`src/rtl/mem_arb_pkg.sv`:
```
// Shared types for the two-port SRAM arbiter: port ids, response tags and
// the address legality rule used at accept time.
package mem_arb_pkg;

    localparam int NUM_PORTS = 2;

    typedef enum logic {
        PORT_VPROC = 1'b0,
        PORT_HOST  = 1'b1
    } port_e;

    typedef struct packed {
        logic  valid;
        port_e port;
        logic  err;
        logic  rd;
    } rsp_tag_t;

    // Word aligned and below 4*2**sram_aw bytes, i.e. no bits above the SRAM word index.
    function automatic logic addr_legal(input logic [63:0] addr, input int sram_aw);
        addr_legal = (addr[1:0] == 2'b00) && ((addr >> (sram_aw + 2)) == 64'd0);
    endfunction

endpackage

```
`src/rtl/sram_arbiter_if.sv`:
```
// Requester-side and SRAM-side signals of the arbiter, one bit/lane per port
// for the requester signals.
interface sram_arbiter_if #(
    parameter int ADDR_W  = 32,
    parameter int DATA_W  = 32,
    parameter int SRAM_AW = 10
);
    import mem_arb_pkg::*;

    logic [NUM_PORTS-1:0]                req;
    logic [NUM_PORTS-1:0]                gnt;
    logic [NUM_PORTS-1:0][ADDR_W-1:0]    addr;
    logic [NUM_PORTS-1:0]                we;
    logic [NUM_PORTS-1:0][DATA_W/8-1:0]  be;
    logic [NUM_PORTS-1:0][DATA_W-1:0]    wdata;
    logic [NUM_PORTS-1:0]                rvalid;
    logic [NUM_PORTS-1:0]                err;
    logic [NUM_PORTS-1:0][DATA_W-1:0]    rdata;

    logic                sram_cs;
    logic                sram_we;
    logic [DATA_W/8-1:0] sram_be;
    logic [SRAM_AW-1:0]  sram_addr;
    logic [DATA_W-1:0]   sram_wdata;
    logic [DATA_W-1:0]   sram_rdata;

    modport master (
        output req, addr, we, be, wdata,
        input  gnt, rvalid, err, rdata
    );

    modport slave (
        input  req, addr, we, be, wdata, sram_rdata,
        output gnt, rvalid, err, rdata,
        output sram_cs, sram_we, sram_be, sram_addr, sram_wdata
    );

    modport mem (
        input  sram_cs, sram_we, sram_be, sram_addr, sram_wdata,
        output sram_rdata
    );

endinterface

```
`src/rtl/mem_arb_rsp_pipe.sv`:
```
// Response tag delay line matching the SRAM read latency; a synchronous
// clear drops every in-flight response.
module mem_arb_rsp_pipe
    import mem_arb_pkg::*;
#(
    parameter int LAT = 1
) (
    input  logic     clk,
    input  logic     rst,
    input  rsp_tag_t acc_tag,
    output rsp_tag_t rsp_tag,
    output logic     busy
);

    rsp_tag_t stage [LAT];

    always_ff @(posedge clk) begin
        if (rst) begin
            for (int i = 0; i < LAT; i++) begin
                stage[i] <= '0;
            end
        end else begin
            stage[0] <= acc_tag;
            for (int i = 1; i < LAT; i++) begin
                stage[i] <= stage[i-1];
            end
        end
    end

    always_comb begin
        busy = 1'b0;
        for (int i = 0; i < LAT; i++) begin
            busy = busy | stage[i].valid;
        end
    end

    assign rsp_tag = stage[LAT-1];

endmodule

```
`src/rtl/sram_arbiter.sv`:
```
// Round-robin arbiter sharing one single-port SRAM between the vector unit
// (port 0) and the host (port 1), with fixed-latency in-order responses.
//
// state      | meaning
// PORT_VPROC | port 0 wins when both request (reset value)
// PORT_HOST  | port 1 wins when both request
module sram_arbiter
    import mem_arb_pkg::*;
#(
    parameter int ADDR_W   = 32,
    parameter int DATA_W   = 32,
    parameter int SRAM_AW  = 10,
    parameter int SRAM_LAT = 1
) (
    input  logic           clk,
    input  logic           rst,
    sram_arbiter_if.slave  bus,
    output logic           busy
);

    port_e    prefer;
    port_e    prefer_next;
    port_e    sel;
    logic     any_gnt;
    logic     legal;
    logic     pipe_busy;
    rsp_tag_t acc_tag;
    rsp_tag_t rsp_tag;

    always_ff @(posedge clk) begin
        if (rst) begin
            prefer <= PORT_VPROC;
        end else begin
            prefer <= prefer_next;
        end
    end

    always_comb begin
        sel         = prefer;
        any_gnt     = 1'b0;
        prefer_next = prefer;
        bus.gnt     = '0;
        if (!rst) begin
            if (bus.req[PORT_VPROC] && bus.req[PORT_HOST]) begin
                sel     = prefer;
                any_gnt = 1'b1;
            end else if (bus.req[PORT_VPROC]) begin
                sel     = PORT_VPROC;
                any_gnt = 1'b1;
            end else if (bus.req[PORT_HOST]) begin
                sel     = PORT_HOST;
                any_gnt = 1'b1;
            end
        end
        if (any_gnt) begin
            bus.gnt[sel] = 1'b1;
            prefer_next  = (sel == PORT_VPROC) ? PORT_HOST : PORT_VPROC;
        end
    end

    // Illegal accesses still take a grant and a response slot, but never reach the SRAM.
    always_comb begin
        legal          = addr_legal(64'(bus.addr[sel]), SRAM_AW);
        bus.sram_cs    = any_gnt & legal;
        bus.sram_we    = bus.sram_cs & bus.we[sel];
        bus.sram_be    = bus.sram_cs ? bus.be[sel] : '0;
        bus.sram_addr  = bus.addr[sel][SRAM_AW+1:2];
        bus.sram_wdata = bus.wdata[sel];
    end

    always_comb begin
        acc_tag.valid = any_gnt;
        acc_tag.port  = sel;
        acc_tag.err   = ~legal;
        acc_tag.rd    = ~bus.we[sel];
    end

    mem_arb_rsp_pipe #(
        .LAT (SRAM_LAT)
    ) u_rsp_pipe (
        .clk     (clk),
        .rst     (rst),
        .acc_tag (acc_tag),
        .rsp_tag (rsp_tag),
        .busy    (pipe_busy)
    );

    // Gating with rst drops the response that would otherwise appear during the reset cycle.
    always_comb begin
        bus.rvalid = '0;
        bus.err    = '0;
        bus.rdata  = '0;
        if (rsp_tag.valid && !rst) begin
            bus.rvalid[rsp_tag.port] = 1'b1;
            bus.err[rsp_tag.port]    = rsp_tag.err;
            if (rsp_tag.rd && !rsp_tag.err) begin
                bus.rdata[rsp_tag.port] = bus.sram_rdata;
            end
        end
    end

    assign busy = pipe_busy & ~rst;

endmodule

```
`src/flat_wrapper.sv`:
```
// flat-port wrapper written by rule: the top's interface ports become plain ports
module sram_arbiter_flat import mem_arb_pkg::*;
#(
    parameter int ADDR_W   = 32,
    parameter int DATA_W   = 32,
    parameter int SRAM_AW  = 10,
    parameter int SRAM_LAT = 1
)
  (clk, rst, busy, bus_req, bus_addr, bus_we, bus_be, bus_wdata, bus_sram_rdata, bus_gnt, bus_rvalid, bus_err, bus_rdata, bus_sram_cs, bus_sram_we, bus_sram_be, bus_sram_addr, bus_sram_wdata);
  sram_arbiter_if #(.ADDR_W(ADDR_W), .DATA_W(DATA_W), .SRAM_AW(SRAM_AW)) bus_i ();
  input  logic clk;
  input  logic rst;
  output logic busy;
  input wire logic [$bits(bus_i.req)-1:0] bus_req;
  input wire logic [$bits(bus_i.addr)-1:0] bus_addr;
  input wire logic [$bits(bus_i.we)-1:0] bus_we;
  input wire logic [$bits(bus_i.be)-1:0] bus_be;
  input wire logic [$bits(bus_i.wdata)-1:0] bus_wdata;
  input wire logic [$bits(bus_i.sram_rdata)-1:0] bus_sram_rdata;
  output wire logic [$bits(bus_i.gnt)-1:0] bus_gnt;
  output wire logic [$bits(bus_i.rvalid)-1:0] bus_rvalid;
  output wire logic [$bits(bus_i.err)-1:0] bus_err;
  output wire logic [$bits(bus_i.rdata)-1:0] bus_rdata;
  output wire logic [$bits(bus_i.sram_cs)-1:0] bus_sram_cs;
  output wire logic [$bits(bus_i.sram_we)-1:0] bus_sram_we;
  output wire logic [$bits(bus_i.sram_be)-1:0] bus_sram_be;
  output wire logic [$bits(bus_i.sram_addr)-1:0] bus_sram_addr;
  output wire logic [$bits(bus_i.sram_wdata)-1:0] bus_sram_wdata;
  assign bus_i.req = bus_req;
  assign bus_i.addr = bus_addr;
  assign bus_i.we = bus_we;
  assign bus_i.be = bus_be;
  assign bus_i.wdata = bus_wdata;
  assign bus_i.sram_rdata = bus_sram_rdata;
  assign bus_gnt = bus_i.gnt;
  assign bus_rvalid = bus_i.rvalid;
  assign bus_err = bus_i.err;
  assign bus_rdata = bus_i.rdata;
  assign bus_sram_cs = bus_i.sram_cs;
  assign bus_sram_we = bus_i.sram_we;
  assign bus_sram_be = bus_i.sram_be;
  assign bus_sram_addr = bus_i.sram_addr;
  assign bus_sram_wdata = bus_i.sram_wdata;
  sram_arbiter #(.ADDR_W(ADDR_W), .DATA_W(DATA_W), .SRAM_AW(SRAM_AW), .SRAM_LAT(SRAM_LAT)) u_core (.clk(clk), .rst(rst), .bus(bus_i), .busy(busy));
endmodule
```
`config.mk`:
```
export PLATFORM = sky130hd
export DESIGN_NAME = sram_arbiter_flat
export DESIGN_NICKNAME = d
export VERILOG_FILES = /design/src/rtl/mem_arb_pkg.sv /design/src/rtl/sram_arbiter_if.sv /design/src/rtl/mem_arb_rsp_pipe.sv /design/src/rtl/sram_arbiter.sv /design/src/flat_wrapper.sv
export SDC_FILE = /design/constraint.sdc
export NUM_CORES = 1
export LEC_CHECK = 0
export BUFFER_PORTS_ARGS = -buffer_cell sky130_fd_sc_hd__buf_4
export CAP_MARGIN = 15
export CORE_AREA = 2 2 114 116
export CTS_CLUSTER_SIZE = 40
export DETAILED_ROUTE_END_ITERATION = 6
export DIE_AREA = 0 0 116 118
export GPL_TIMING_DRIVEN = 0
export MAX_ROUTING_LAYER = met4
export PLACE_DENSITY_LB_ADDON = 0.25
export SLEW_MARGIN = 20
export SYNTH_ARGS = -nofsm -noshare
export SYNTH_HDL_FRONTEND = slang
export SYNTH_SLANG_ARGS = --single-unit
```
`constraint.sdc`:
```
create_clock -name clk -period 1.5 [get_ports clk]
set_clock_uncertainty 0.15 [all_clocks]
set_input_delay 0.075 -clock clk [delete_from_list [all_inputs] [get_ports clk]]
set_output_delay 0.075 -clock clk [all_outputs]
set_load 0.01 [all_outputs]
```
==> results of run 1 <==
-- power by group through the flow --
stage | sequential, uW | clock (uW) | combinational [uW]
final | 150 | 430 | 1380
after global routing | 151 | 453 | 1460
after CTS | 149 | 442 | 1330
after detailed placement | 154 | 0 | 1080
after global placement | 154 | 0 | 1070
after floorplan | 151 | 0 | 451
-- sequential cells by signal, summed over array words and instances (netlist names) --
signal / flops
u_core.prefer: 1
u_core.u_rsp_pipe.stage: 4
-- cell type report --
cell class                      instances  share of cell area (%)
Timing Repair Buffer                  324                   55.44
Multi-Input combinational cell        152                   32.56
Buffer                                 18                   4.386
Tap cell                              172                   4.056
Sequential cell                         5                   2.004
Clock buffer                            4                   1.485
Inverter                                1                 0.07074
-- cells by family (layout without fill, tap and decap cells) --
group,count (synthesis),count (layout),share of synthesized area (%)
AND/OR/NAND/NOR,98,98,42.69
AO/OA/AOI/OAI,11,11,8.680
buffers and inverters,19,347,7.262
flip-flops,5,5,7.086
multiplexers,43,43,34.28
-- tightest hold or removal path: cells and delay by family --
family | cells | cell delay [ns]
simple gates | 1 | 0.04
mux | 1 | 0.14
buf+inv | 1 | 0.08
-- timing repair --
item                                    4_1_cts  5_1_grt
buffers inserted                             18        9
pin swaps                                    50       38
endpoints found under the setup margin      117      117
hold endpoints to repair                      1        0
gates cloned                                  7        0
hold buffers                                  1        0
gates resized for setup                     183       74
-- cell usage in the layout (no fill, tap or decap), drive strengths merged, types with 3 or more instances in the layout --
master / n
and3: 65
a22o: 5
clkbuf: 11
nor2: 7
dfxtp: 5
nor4: 10
nand2b: 3
mux2: 43
buf: 334
-- per-layer routing --
metal | part of all wire, % | GRT usage (%) | routed length, um
met1 | 35 | 15.08 | 3819
met2 | 58 | 29.97 | 6380
met3 | 6.8 | 1.287 | 745
met4 | 0.63 | 2.679 | 69
met5 | 0 | - | 0
-- path summary, 6_finish.rpt --
check	to	slack (ns)
setup reg to reg	u_core.u_rsp_pipe.stage[0][1]	-0.16
setup / recovery	bus_sram_wdata[17]	-0.41
hold / removal	u_core.u_rsp_pipe.stage[0][0]	0.006
hold reg to reg	u_core.prefer	0.51
-- per-stage QoR --
step	cell area [sq um]	TNS (ns)	power, uW
final	5306	-25.23	1963
after global routing	5306	-32.30	2064
after CTS	4982	-26.08	1921
after detailed placement	3966	-30.75	1233
after global placement	3966	-29.84	1228
after floorplan	1567	-3.748	602.5
==> run_results.csv, run 1 <==
group,metric,value,unit
floorplan,ios,293,
sta,max_freq,524.2,MHz
logic_synthesis,ys_ff_latch,5,
floorplan,core_area,12410,sq um
clock_tree,cts_max_level,1,
placed_design,gp_congestion,0.8304,
finish,fillerInstances,1188,
logic_synthesis,yosysSeqAreaShare,7.086,%
setup_path,path_cells,"o21bai_4 -> a22oi_4 -> buf_12 -> buf_12 -> mux2_4 -> buf_6",
sta,setup_viol,115,
logic_synthesis,synth-edff-count,0,
setup_path,cp_slowest_stage_delay,0.34,ns
logic_synthesis,ys.flop_type,"dfxtp_1",
power_and_ir_drop,power.density,369.9,nW/um^2
finish,area_growth,275.6,%
finish,final_nets,679,
power_and_ir_drop,leakagePower,0.002675,uW
placed_design,post-place-cells,639,
floorplan,fp.dieH,118,um
drt,route.vias.total,2747,
setup_path,timing.critical_path.from,"u_core.prefer",
setup_path,critPathBufInv,3,
setup_path,startpoint_type,"register",
hold_path,min_from,"bus_we[0]",
finish,antenna_cells,0,
power_and_ir_drop,p_seq_share,7.6,%
global_routing,grt_pass1_vias,2957,
clock_tree,path_clk_slew,0.03,ns
power_and_ir_drop,ir_drop,0.2695,mV
global_routing,grt_pass1_wl,15390,um
drt,ant_nets,0,
logic_synthesis,yosysUniqueCellTypes,26,
finish,fin_util,42.74,%
flow_run,drv_cap,0,
clock_tree,cts_sinks,5,
setup_path,path_delay_family,"buffers and inverters",
clock_tree,cts_tree,"yes",
clock_tree,root_buffer,"clkbuf_16",
logic_synthesis,yosys_warnings,0,
logic_synthesis,synth_top_area_share,31.89,%
power_and_ir_drop,p_int,1399,uW
placed_design,dp_hpwl,8244,um
logic_synthesis,yosys.area.top_type,"mux2_2",
setup_path,critical_path_cell_count,6,
finish,finalNonFillerCells,676,
setup_path,crit_path_max_fanout,10,
setup_path,r2r-start,"u_core.prefer",
power_and_ir_drop,p_sw,563.8,uW
global_routing,grt_antenna_before_repair,0,
sta,finalHoldViolations,0,
drt,avgRoutedWirePerCell,16.29,um
setup_path,cpMaxStageDelayCell,"dfxtp_4",
global_routing,grt_usage,14.79,%
power_and_ir_drop,switching_share,28.73,%
sta,final.period_utilization,127.2,%
logic_synthesis,synth_area_per_cell,8.026,sq um
setup_path,endpoint_kind,"output pin",
outcome,violations,"negative setup slack",
hold_path,min_delay_path_depth,3,
clock_tree,clockBufferDepth,2,
clock_tree,clk_latency,0.22,ns
drt,drt_iter0_markers,49,
setup_path,path_common_cell,"buf_12",
finish,area.sequential,106.4,sq um
sta,rsz0062_at_grt,"yes",
logic_synthesis,synth_common_cells,"and3_1 (65), mux2_2 (40), clkbuf_1 (13)",
setup_path,r2r_cells,8,
global_routing,gr-total-overflow,0,
sta,maxSlewHeadroom,83.14,%
floorplan,fp.dieW,116,um
finish,drive_above_1_share,93.06,%
drt,dr.pass1.iters,4,
logic_synthesis,synth_async_sr_flop_share,0,%
global_routing,grt_max_degree,11,
power_and_ir_drop,combPwrFrac,70.5,%
placed_design,port_buffers,291,
sta,worst_slew_pin_slew,0.2506,ns
drt,drcViolationCount,0,
logic_synthesis,synthesis.nets,350,
floorplan,num_rows,41,
sta,slew_violations,0,
floorplan,start_util,11.38,%
sta,fin_hold_ws,0.006258,ns
placed_design,pre_cts_slack,-0.3606,ns
logic_synthesis,synthesis.area,1413,sq um
sta,setup_ws,-0.4078,ns
setup_path,cp_data_arrival_time,1.68,ns
power_and_ir_drop,clkPwrFrac,21.9,%
logic_synthesis,synth.area.top_cells,"mux2_2 (32%), and3_1 (29%), dfxtp_1 (7.1%)",
hold_path,hold_class,"in -> reg",
setup_path,worst_ep_required_time,1.27,ns
setup_path,path_class,"reg -> out",
logic_synthesis,synthCells,176,
logic_synthesis,yosysMostFrequentCell,"and3_1",
clock_tree,cts_buffers,3,
sta,min_period,1.908,ns
finish,multi_input_area,1728,sq um
drt,route.final.wire_length,11020,um
floorplan,die-area,13690,sq um
drt,vias_per_cell,4.064,
outcome,status,"finished with violations",
(Power assumes the default switching activity.)
==> inputs of run 2 (changes only) <==
--- a/config.mk
+++ b/config.mk
@@ -11,10 +11,12 @@
 export CTS_CLUSTER_SIZE = 40
 export DETAILED_ROUTE_END_ITERATION = 6
 export DIE_AREA = 0 0 116 118
+export GPL_ROUTABILITY_DRIVEN = 0
 export GPL_TIMING_DRIVEN = 0
 export MAX_ROUTING_LAYER = met4
 export PLACE_DENSITY_LB_ADDON = 0.25
 export SLEW_MARGIN = 20
 export SYNTH_ARGS = -nofsm -noshare
 export SYNTH_HDL_FRONTEND = slang
+export SYNTH_HIERARCHICAL = 1
 export SYNTH_SLANG_ARGS = --single-unit
==> run 2 against run 1 <==
  * Largest cell class unchanged
  * Critical endpoint is now bus_sram_wdata[12]
  * Critical path depth up 3
  * Synthesized area up 2.8%
  * Synthesized cell count up 55%
  * First-iteration DRC count up 73%
  * Cell area down 0.92%
  * Count of clock-buffer cells in the layout unchanged
  * Utilization down 0.39 points
  * The run still ends with negative setup slack left
  * Via count up 19%
==> run_results.csv, run 2 <==
group,metric,value,unit
placed_design,dp_hpwl,8781,um
global_routing,grt_max_degree,11,
finish,layout.cells.most_common,"buf_4",
placed_design,dpl-instance-area,3867,sq um
drt,drcViolationCount,0,
logic_synthesis,yosysMostFrequentCell,"nand2_1",
global_routing,grt_pass1_wl,16620,um
floorplan,die-area,13690,sq um
power_and_ir_drop,clkPwrFrac,22.8,%
floorplan,ios,293,
floorplan,fp.dieW,116,um
power_and_ir_drop,p_int,1287,uW
drt,vias_per_cell,4.232,
drt,dr.pass1.iters,4,
clock_tree,cts_tree,"yes",
drt,route.final.wire_length,12230,um
setup_path,startpoint_type,"register",
setup_path,cpMaxStageDelayCell,"dfxtp_2",
setup_path,path_cells,"o21bai_4 -> a22oi_2 -> buf_6 -> buf_8 -> buf_4 -> buf_8 -> nand2_1 -> nand2_1 -> buf_4",
sta,setup_ws,-0.3747,ns
clock_tree,clockBufferDepth,2,
setup_path,endpoint_kind,"output pin",
setup_path,cp_slowest_stage_delay,0.31,ns
setup_path,cp_data_arrival_time,1.65,ns
logic_synthesis,synthesis.area,1453,sq um
sta,worst_slew_pin_slew,0.9722,ns
global_routing,grt_antenna_before_repair,0,
floorplan,start_util,11.70,%
power_and_ir_drop,combPwrFrac,69.5,%
logic_synthesis,synth_area_per_cell,5.321,sq um
setup_path,path_class,"reg -> out",
outcome,violations,"negative setup slack",
finish,fin_util,42.35,%
global_routing,gr-total-overflow,0,
finish,drive_above_1_share,75.79,%
clock_tree,clk_latency,0.23,ns
logic_synthesis,yosys_warnings,6,
clock_tree,cts_max_level,1,
hold_path,hold_class,"in -> reg",
power_and_ir_drop,p_sw,659.9,uW
sta,slew_violations,0,
finish,reg_top3,"u_core/u_rsp_pipe/stage (4), u_core/prefer (1)",
finish,area_growth,261.9,%
setup_path,worst_ep_required_time,1.27,ns
logic_synthesis,yosysSeqAreaShare,6.891,%
sta,finalHoldViolations,0,
flow_run,drv_cap,0,
drt,avgRoutedWirePerCell,15.78,um
setup_path,crit_path_max_fanout,10,
clock_tree,path_clk_slew,0.04,ns
drt,ant_nets,0,
finish,max_flop_register,"u_core/u_rsp_pipe/stage",
sta,max_freq,533.4,MHz
sta,rsz0062_at_grt,"yes",
sta,maxSlewHeadroom,35.05,%
clock_tree,cts_buffers,3,
global_routing,grt_pass1_vias,3311,
power_and_ir_drop,p_seq_share,7.7,%
drt,route.vias.total,3280,
floorplan,core_area,12410,sq um
drt,drt_iter0_markers,85,
logic_synthesis,synth-edff-count,0,
finish,antenna_cells,0,
global_routing,grt_usage,15.51,%
logic_synthesis,synth_async_sr_flop_share,0,%
floorplan,num_rows,41,
logic_synthesis,synth.area.top_cells,"nand2_1 (33%), and3_1 (28%), dfxtp_1 (6.9%)",
setup_path,critPathBufInv,5,
logic_synthesis,ys_ff_latch,5,
power_and_ir_drop,leakagePower,0.002735,uW
placed_design,port_buffers,292,
outcome,status,"finished with violations",
setup_path,path_delay_family,"buffers and inverters",
clock_tree,cts_sinks,5,
logic_synthesis,synthCells,273,
sta,setup_viol,112,
power_and_ir_drop,ir_drop,0.2580,mV
finish,design_area,5258,sq um
logic_synthesis,ys.flop_type,"dfxtp_1",
logic_synthesis,synthesis.nets,447,
finish,final_nets,778,
sta,fin_hold_ws,0.03160,ns
finish,final_cell_mix,"buf_4 (228), nand2_1 (97), buf_6 (93), and3_4 (54), nand2_2 (29)",
logic_synthesis,synth_common_cells,"nand2_1 (126), and3_1 (64), clkbuf_1 (19)",
floorplan,fp.dieH,118,um
finish,largest_register_ffs,4,
power_and_ir_drop,power.density,370.3,nW/um^2
sta,min_period,1.875,ns
sta,final.period_utilization,125.0,%
clock_tree,root_buffer,"clkbuf_16",
logic_synthesis,synth_top_area_share,32.56,%
power_and_ir_drop,switching_share,33.89,%
logic_synthesis,yosys.area.top_type,"nand2_1",
logic_synthesis,yosysUniqueCellTypes,27,
-- run 2: worst paths after layout --
check / start / end / slack [ns] / depth (start not counted)
setup / recovery: u_core/prefer / bus_sram_wdata[12] / -0.37 / 9
hold / removal: bus_req[1] / u_core/prefer / 0.03 / 4
setup reg to reg: u_core/prefer / u_core/u_rsp_pipe/stage[0][1] / -0.08 / 7
hold reg to reg: u_core/prefer / u_core/prefer / 0.46 / 3
-- run 2: cell type report --
cell class              instances  area [sq um]
well taps                     172         215.2
inverters                       3         16.27
plain buffers                  22         286.5
clock buffers                   4         78.83
multi-input cells             241          1667
fillers                      1233          7157
repair buffers                328          2887
flip-flops and latches          5         107.6
-- run 2: timing repair --
item,CTS,global route
gates resized for setup,181,100
endpoints found under the hold margin,5,0
cloned,8,7
setup buffers,11,11
hold buffers,2,0
pin swaps,57,42
setup endpoints to repair,121,118
-- run 2: logic make-up (layout without fill, tap and decap cells) --
kind of cell,count (synthesis),count (layout),share of synthesized area [%]
AND/OR/NAND/NOR,229,230,79.33
buffers and inverters,28,357,7.924
AO/OA/AOI/OAI,9,9,4.478
flip-flops,5,5,6.891
multiplexers,2,2,1.378
-- run 2: power groups by stage --
stage	Sequential, uW	Clock [uW]	Combinational (uW)
final	150	443	1350
after CTS	149	448	1210
after global routing	152	468	1460
after global placement	151	0	1010
after floorplan	149	0	349
after detailed placement	151	0	1020
-- run 2: routing by layer --
metal | global-route usage, % | vias to the layer above | wire length (um)
met3 | 2.060 | 18 | 912
met1 | 14.98 | 1479 | 4256
met4 | 2.530 | 0 | 181
met2 | 32.05 | 197 | 6880
li1 | - | 1586 | -
met5 | - | - | 0
-- run 2: worst reg2reg max path, stage by stage (launching register included) --
cell and delay (ns):
dfxtp_2 0.31, o21bai_4 0.16, a22oi_2 0.17, buf_6 0.16, buf_8 0.14, nand3_4 0.08, and2_4 0.18, nor2b_1 0.12
-- run 2: stage by stage --
stage | TNS, ns | cells | total power, uW | setup WS (ns)
after floorplan | -0.05507 | 273 | 497.6 | -0.05068
after global placement | -20.62 | 737 | 1159 | -0.3047
after detailed placement | -23.20 | 737 | 1166 | -0.3089
after CTS | -22.75 | 760 | 1804 | -0.3876
after global routing | -27.34 | 775 | 2077 | -0.4484
final | -21.00 | 775 | 1947 | -0.3747
==> inputs of run 3 (changes only) <==
--- a/config.mk
+++ b/config.mk
@@ -5,12 +5,13 @@
 export SDC_FILE = /design/constraint.sdc
 export NUM_CORES = 1
 export LEC_CHECK = 0
+export ABC_AREA = 1
 export BUFFER_PORTS_ARGS = -buffer_cell sky130_fd_sc_hd__buf_4
 export CAP_MARGIN = 15
-export CORE_AREA = 2 2 114 116
+export CORE_AREA = 2 2 115 117
 export CTS_CLUSTER_SIZE = 40
 export DETAILED_ROUTE_END_ITERATION = 6
-export DIE_AREA = 0 0 116 118
+export DIE_AREA = 0 0 117 119
 export GPL_ROUTABILITY_DRIVEN = 0
 export GPL_TIMING_DRIVEN = 0
 export MAX_ROUTING_LAYER = met4
==> run 3 against run 2 <==
  * The flow finishes with violations (negative hold slack, negative setup slack)
  * Synthesized area rose by 12%
  * Sequential share of layout area barely moved
  * Total power fell by 0.76%
  * Count of clock-buffer cells in the layout did not move
  * Utilization fell by 3.7 points
  * Global-route usage fell by 2.4 points
  * Sequential power barely moved
  * Non-clock buffer count fell by 20
  * Register-to-register slack improved by 0.14 ns
  * Largest cell class unchanged
==> run_results.csv, run 3 <==
group,metric,value,unit
outcome,status,"finished with violations",
outcome,violations,"negative hold slack, negative setup slack",
flow_run,drv_cap,0,
logic_synthesis,synthCells,371,
logic_synthesis,synth_area_per_cell,4.378,sq um
logic_synthesis,synth_common_cells,"nand2_1 (157), inv_1 (64), nor3_1 (64)",
finish,largest_register_ffs,4,
logic_synthesis,synthesis.area,1624,sq um
sta,setup_ws,-0.1686,ns
drt,vias_per_cell,3.871,
setup_path,worst_ep_required_time,1.27,ns
clock_tree,path_clk_slew,0.03,ns
clock_tree,hold_buffers,2,
clock_tree,clk_latency,0.23,ns
power_and_ir_drop,p_seq_share,7.9,%
sta,fin_hold_ws,-0.05767,ns
drt,avgRoutedWirePerCell,11.78,um
power_and_ir_drop,leakagePower,0.002810,uW
logic_synthesis,yosys_warnings,6,
floorplan,ios,293,
placed_design,dp_hpwl,8063,um
logic_synthesis,synth_async_sr_flop_share,0,%
sta,slew_violations,0,
hold_path,min_from,"rst",
power_and_ir_drop,switching_share,36.78,%
power_and_ir_drop,p_sw,710.7,uW
global_routing,grt_pass1_vias,3154,
drt,met2_length,5472,um
power_and_ir_drop,power.total,1932,uW
floorplan,fp.dieH,119,um
setup_path,startpoint_type,"register",
power_and_ir_drop,clkPwrFrac,22.8,%
floorplan,die-area,13920,sq um
setup_path,cp_data_arrival_time,1.44,ns
clock_tree,cts_sinks,5,
finish,drive_above_1_share,61.29,%
sta,min_period,1.669,ns
global_routing,grt_antenna_before_repair,1,
global_routing,grt_pass1_wl,14340,um
global_routing,gr-total-overflow,0,
setup_path,timing.critical_path.from,"u_core/prefer",
hold_path,hold_class,"in -> reg",
logic_synthesis,synth-edff-count,0,
drt,dr.pass1.iters,3,
power_and_ir_drop,ir_drop,0.3302,mV
setup_path,critical_path_cell_count,11,
setup_path,endpoint_kind,"output pin",
finish,layout.cells.most_common,"buf_4",
drt,drt_iter0_markers,40,
setup_path,path_class,"reg -> out",
floorplan,start_util,12.61,%
logic_synthesis,yosysMostFrequentCell,"nand2_1",
power_and_ir_drop,combPwrFrac,69.3,%
logic_synthesis,muxShareOfSynthArea,0,%
drt,met1_length,3411,um
placed_design,port_buffers,292,
logic_synthesis,synth_top_family_by_area,"simple AND/OR/NAND/NOR gates",
finish,multi_input_area,1590,sq um
power_and_ir_drop,p_int,1221,uW
setup_path,crit_path_max_fanout,8,
logic_synthesis,yosysSeqAreaShare,6.163,%
drt,ant_nets,0,
logic_synthesis,synthesis.nets,545,
finish,fillerInstances,1369,
clock_tree,cts_buffers,3,
logic_synthesis,synth.area.top_cells,"nand2_1 (36%), nor3_1 (20%), inv_1 (15%)",
power_and_ir_drop,power.density,388.7,nW/um^2
drt,route.final.wire_length,10120,um
sta,setup_viol,116,
logic_synthesis,ys_ff_latch,5,
setup_path,r2r-start,"u_core/prefer",
drt,route.vias.total,3325,
sta,maxSlewHeadroom,75.80,%
finish,area_growth,206.1,%
logic_synthesis,synth_compound_area_share,0.9245,%
sta,worst_slew_pin_slew,0.3616,ns
finish,final_cell_mix,"buf_4 (286), nand2_1 (154), inv_1 (60), nor3_2 (51), nor2_1 (34)",
sta,rsz0062_at_grt,"yes",
global_routing,grt_max_degree,11,
setup_path,cpMaxStageDelayCell,"dfxtp_2",
floorplan,fp.dieW,117,um
drt,wl_met3,1038,um
setup_path,reg2reg_to,"u_core/u_rsp_pipe/stage[0][1]",
setup_path,endpoint,"bus_sram_be[3]",
drt,highest_layer,"met4",
setup_path,r2r_cells,11,
setup_path,r2r_slack,0.06,ns
logic_synthesis,synth_fa_ha_area_share,0,%
setup_path,path_cells,"inv_2 -> nand2_2 -> nand2_2 -> nand2_4 -> nand2_1 -> inv_1 -> nand2_1 -> nand2_2 -> nand2_4 -> nor2_1 -> buf_4",
floorplan,num_rows,42,
finish,area.sequential,102.6,sq um
clock_tree,cts_tree,"yes",
logic_synthesis,yosys.area.top_type,"nand2_1",
finish,fin_util,38.61,%
finish,max_flop_register,"u_core/u_rsp_pipe/stage",
clock_tree,root_buffer,"clkbuf_16",
sta,max_freq,599.3,MHz
logic_synthesis,yosysUniqueCellTypes,19,
clock_tree,clockBufferDepth,2,
logic_synthesis,yosys.area_share.simple,69.88,%
sta,finalHoldViolations,3,
setup_path,path_common_cell,"nand2_2",
finish,final_nets,857,
setup_path,cp_slowest_stage_delay,0.32,ns
setup_path,critPathBufInv,3,
floorplan,core_area,12870,sq um
global_routing,grt_usage,13.07,%
sta,final.period_utilization,111.2,%
finish,reg_top3,"u_core/u_rsp_pipe/stage (4), u_core/prefer (1)",
logic_synthesis,ys.flop_type,"dfxtp_1",
setup_path,path_delay_family,"simple AND/OR/NAND/NOR gates",
drt,drcViolationCount,0,
logic_synthesis,synth_top_area_share,36.29,%
logic_synthesis,post_synth_xor_area_fraction,0,%
clock_tree,cts_max_level,1,
-- run 3: cell count changes after synthesis, moves of 3 or more --
| cell | before | now |
|---|---|---|
| inv_1 | 2 | 64 |
| nor4_1 | 8 | 0 |
| and3_1 | 64 | 0 |
| a21oi_1 | 5 | 0 |
| nand2_1 | 126 | 157 |
| buf_2 | 5 | 8 |
| nor3_1 | 0 | 64 |
| nor2b_1 | 6 | 0 |
| clkbuf_1 | 19 | 9 |
| buf_4 | 1 | 5 |
| nor2_1 | 3 | 41 |
| nand4_1 | 8 | 0 |
-- run 3: worst register-to-register path, cell delays in order (launching register included) --
cell,delay (ns)
dfxtp_2,0.31
o21ai_1,0.13
nand2_4,0.13
nand2_1,0.08
inv_1,0.04
nand2_1,0.06
nand2_2,0.09
buf_4,0.14
buf_4,0.12
inv_1,0.04
inv_1,0.03
nor2_1,0.06
-- run 3: repair_timing --
item | 4_1_cts | 5_1_grt
buffers inserted | 11 | 3
setup endpoints to repair | 117 | 117
resized for setup | 140 | 38
pin swaps | 9 | 4
gates cloned | 3 | 2
hold endpoints to repair | 5 | 3
-- run 3: power by group through the flow --
stage / logic (uW) / clock network [uW] / registers, uW
5_1_grt: 1460 / 459 / 153
4_1_cts: 1290 / 451 / 152
3_3_place_gp: 1150 / 0 / 151
3_5_place_dp: 1140 / 0 / 150
2_1_floorplan: 454 / 0 / 149
6_report: 1340 / 440 / 153
-- run 3: stage by stage --
stage | std cells | cell area, sq um | TNS, ns | worst slack [ns]
floorplan | 371 | 1624 | 0 | 0.05440
global placement | 839 | 4036 | -6.959 | -0.2038
detailed placement | 839 | 4036 | -6.443 | -0.2050
CTS | 858 | 4790 | -14.47 | -0.2100
global route | 859 | 4971 | -21.78 | -0.3040
finish | 859 | 4971 | -10.17 | -0.1686
-- run 3: worst min path at each step --
stage | end | slack [ns] | cells after the start
global placement | u_core/u_rsp_pipe/stage[0][2] | 0.18 | 2
finish | u_core/u_rsp_pipe/stage[0][2] | -0.06 | 2
detailed placement | u_core/u_rsp_pipe/stage[0][1] | 0.18 | 2
global route | u_core/u_rsp_pipe/stage[0][2] | -0.04 | 2
floorplan | u_core/u_rsp_pipe/stage[0][1] | -0.004 | 1
CTS | u_core/u_rsp_pipe/stage[0][2] | -0.06 | 2
-- run 3: cells by family after synthesis --
| logic type | Yosys count |
|---|---|
| flops | 5 |
| buf+inv | 90 |
| compound gates | 3 |
| simple gates | 273 |
-- run 3: final cells by class --
type	instances	area share, %
clock buffer	4	1.586
buffer	20	4.933
tap	176	4.430
multi-input combinational	276	31.99
inverter	67	5.261
timing repair buffer	310	49.69
sequential	5	2.064
antenna	1	0.05034
-- run 3: routing by layer --
layer  vias to the layer above  GRT usage, %
met5                         -             -
met3                        14         2.239
met1                      1404         12.24
met4                         0         3.971
met2                       186         26.19
li1                       1721             -
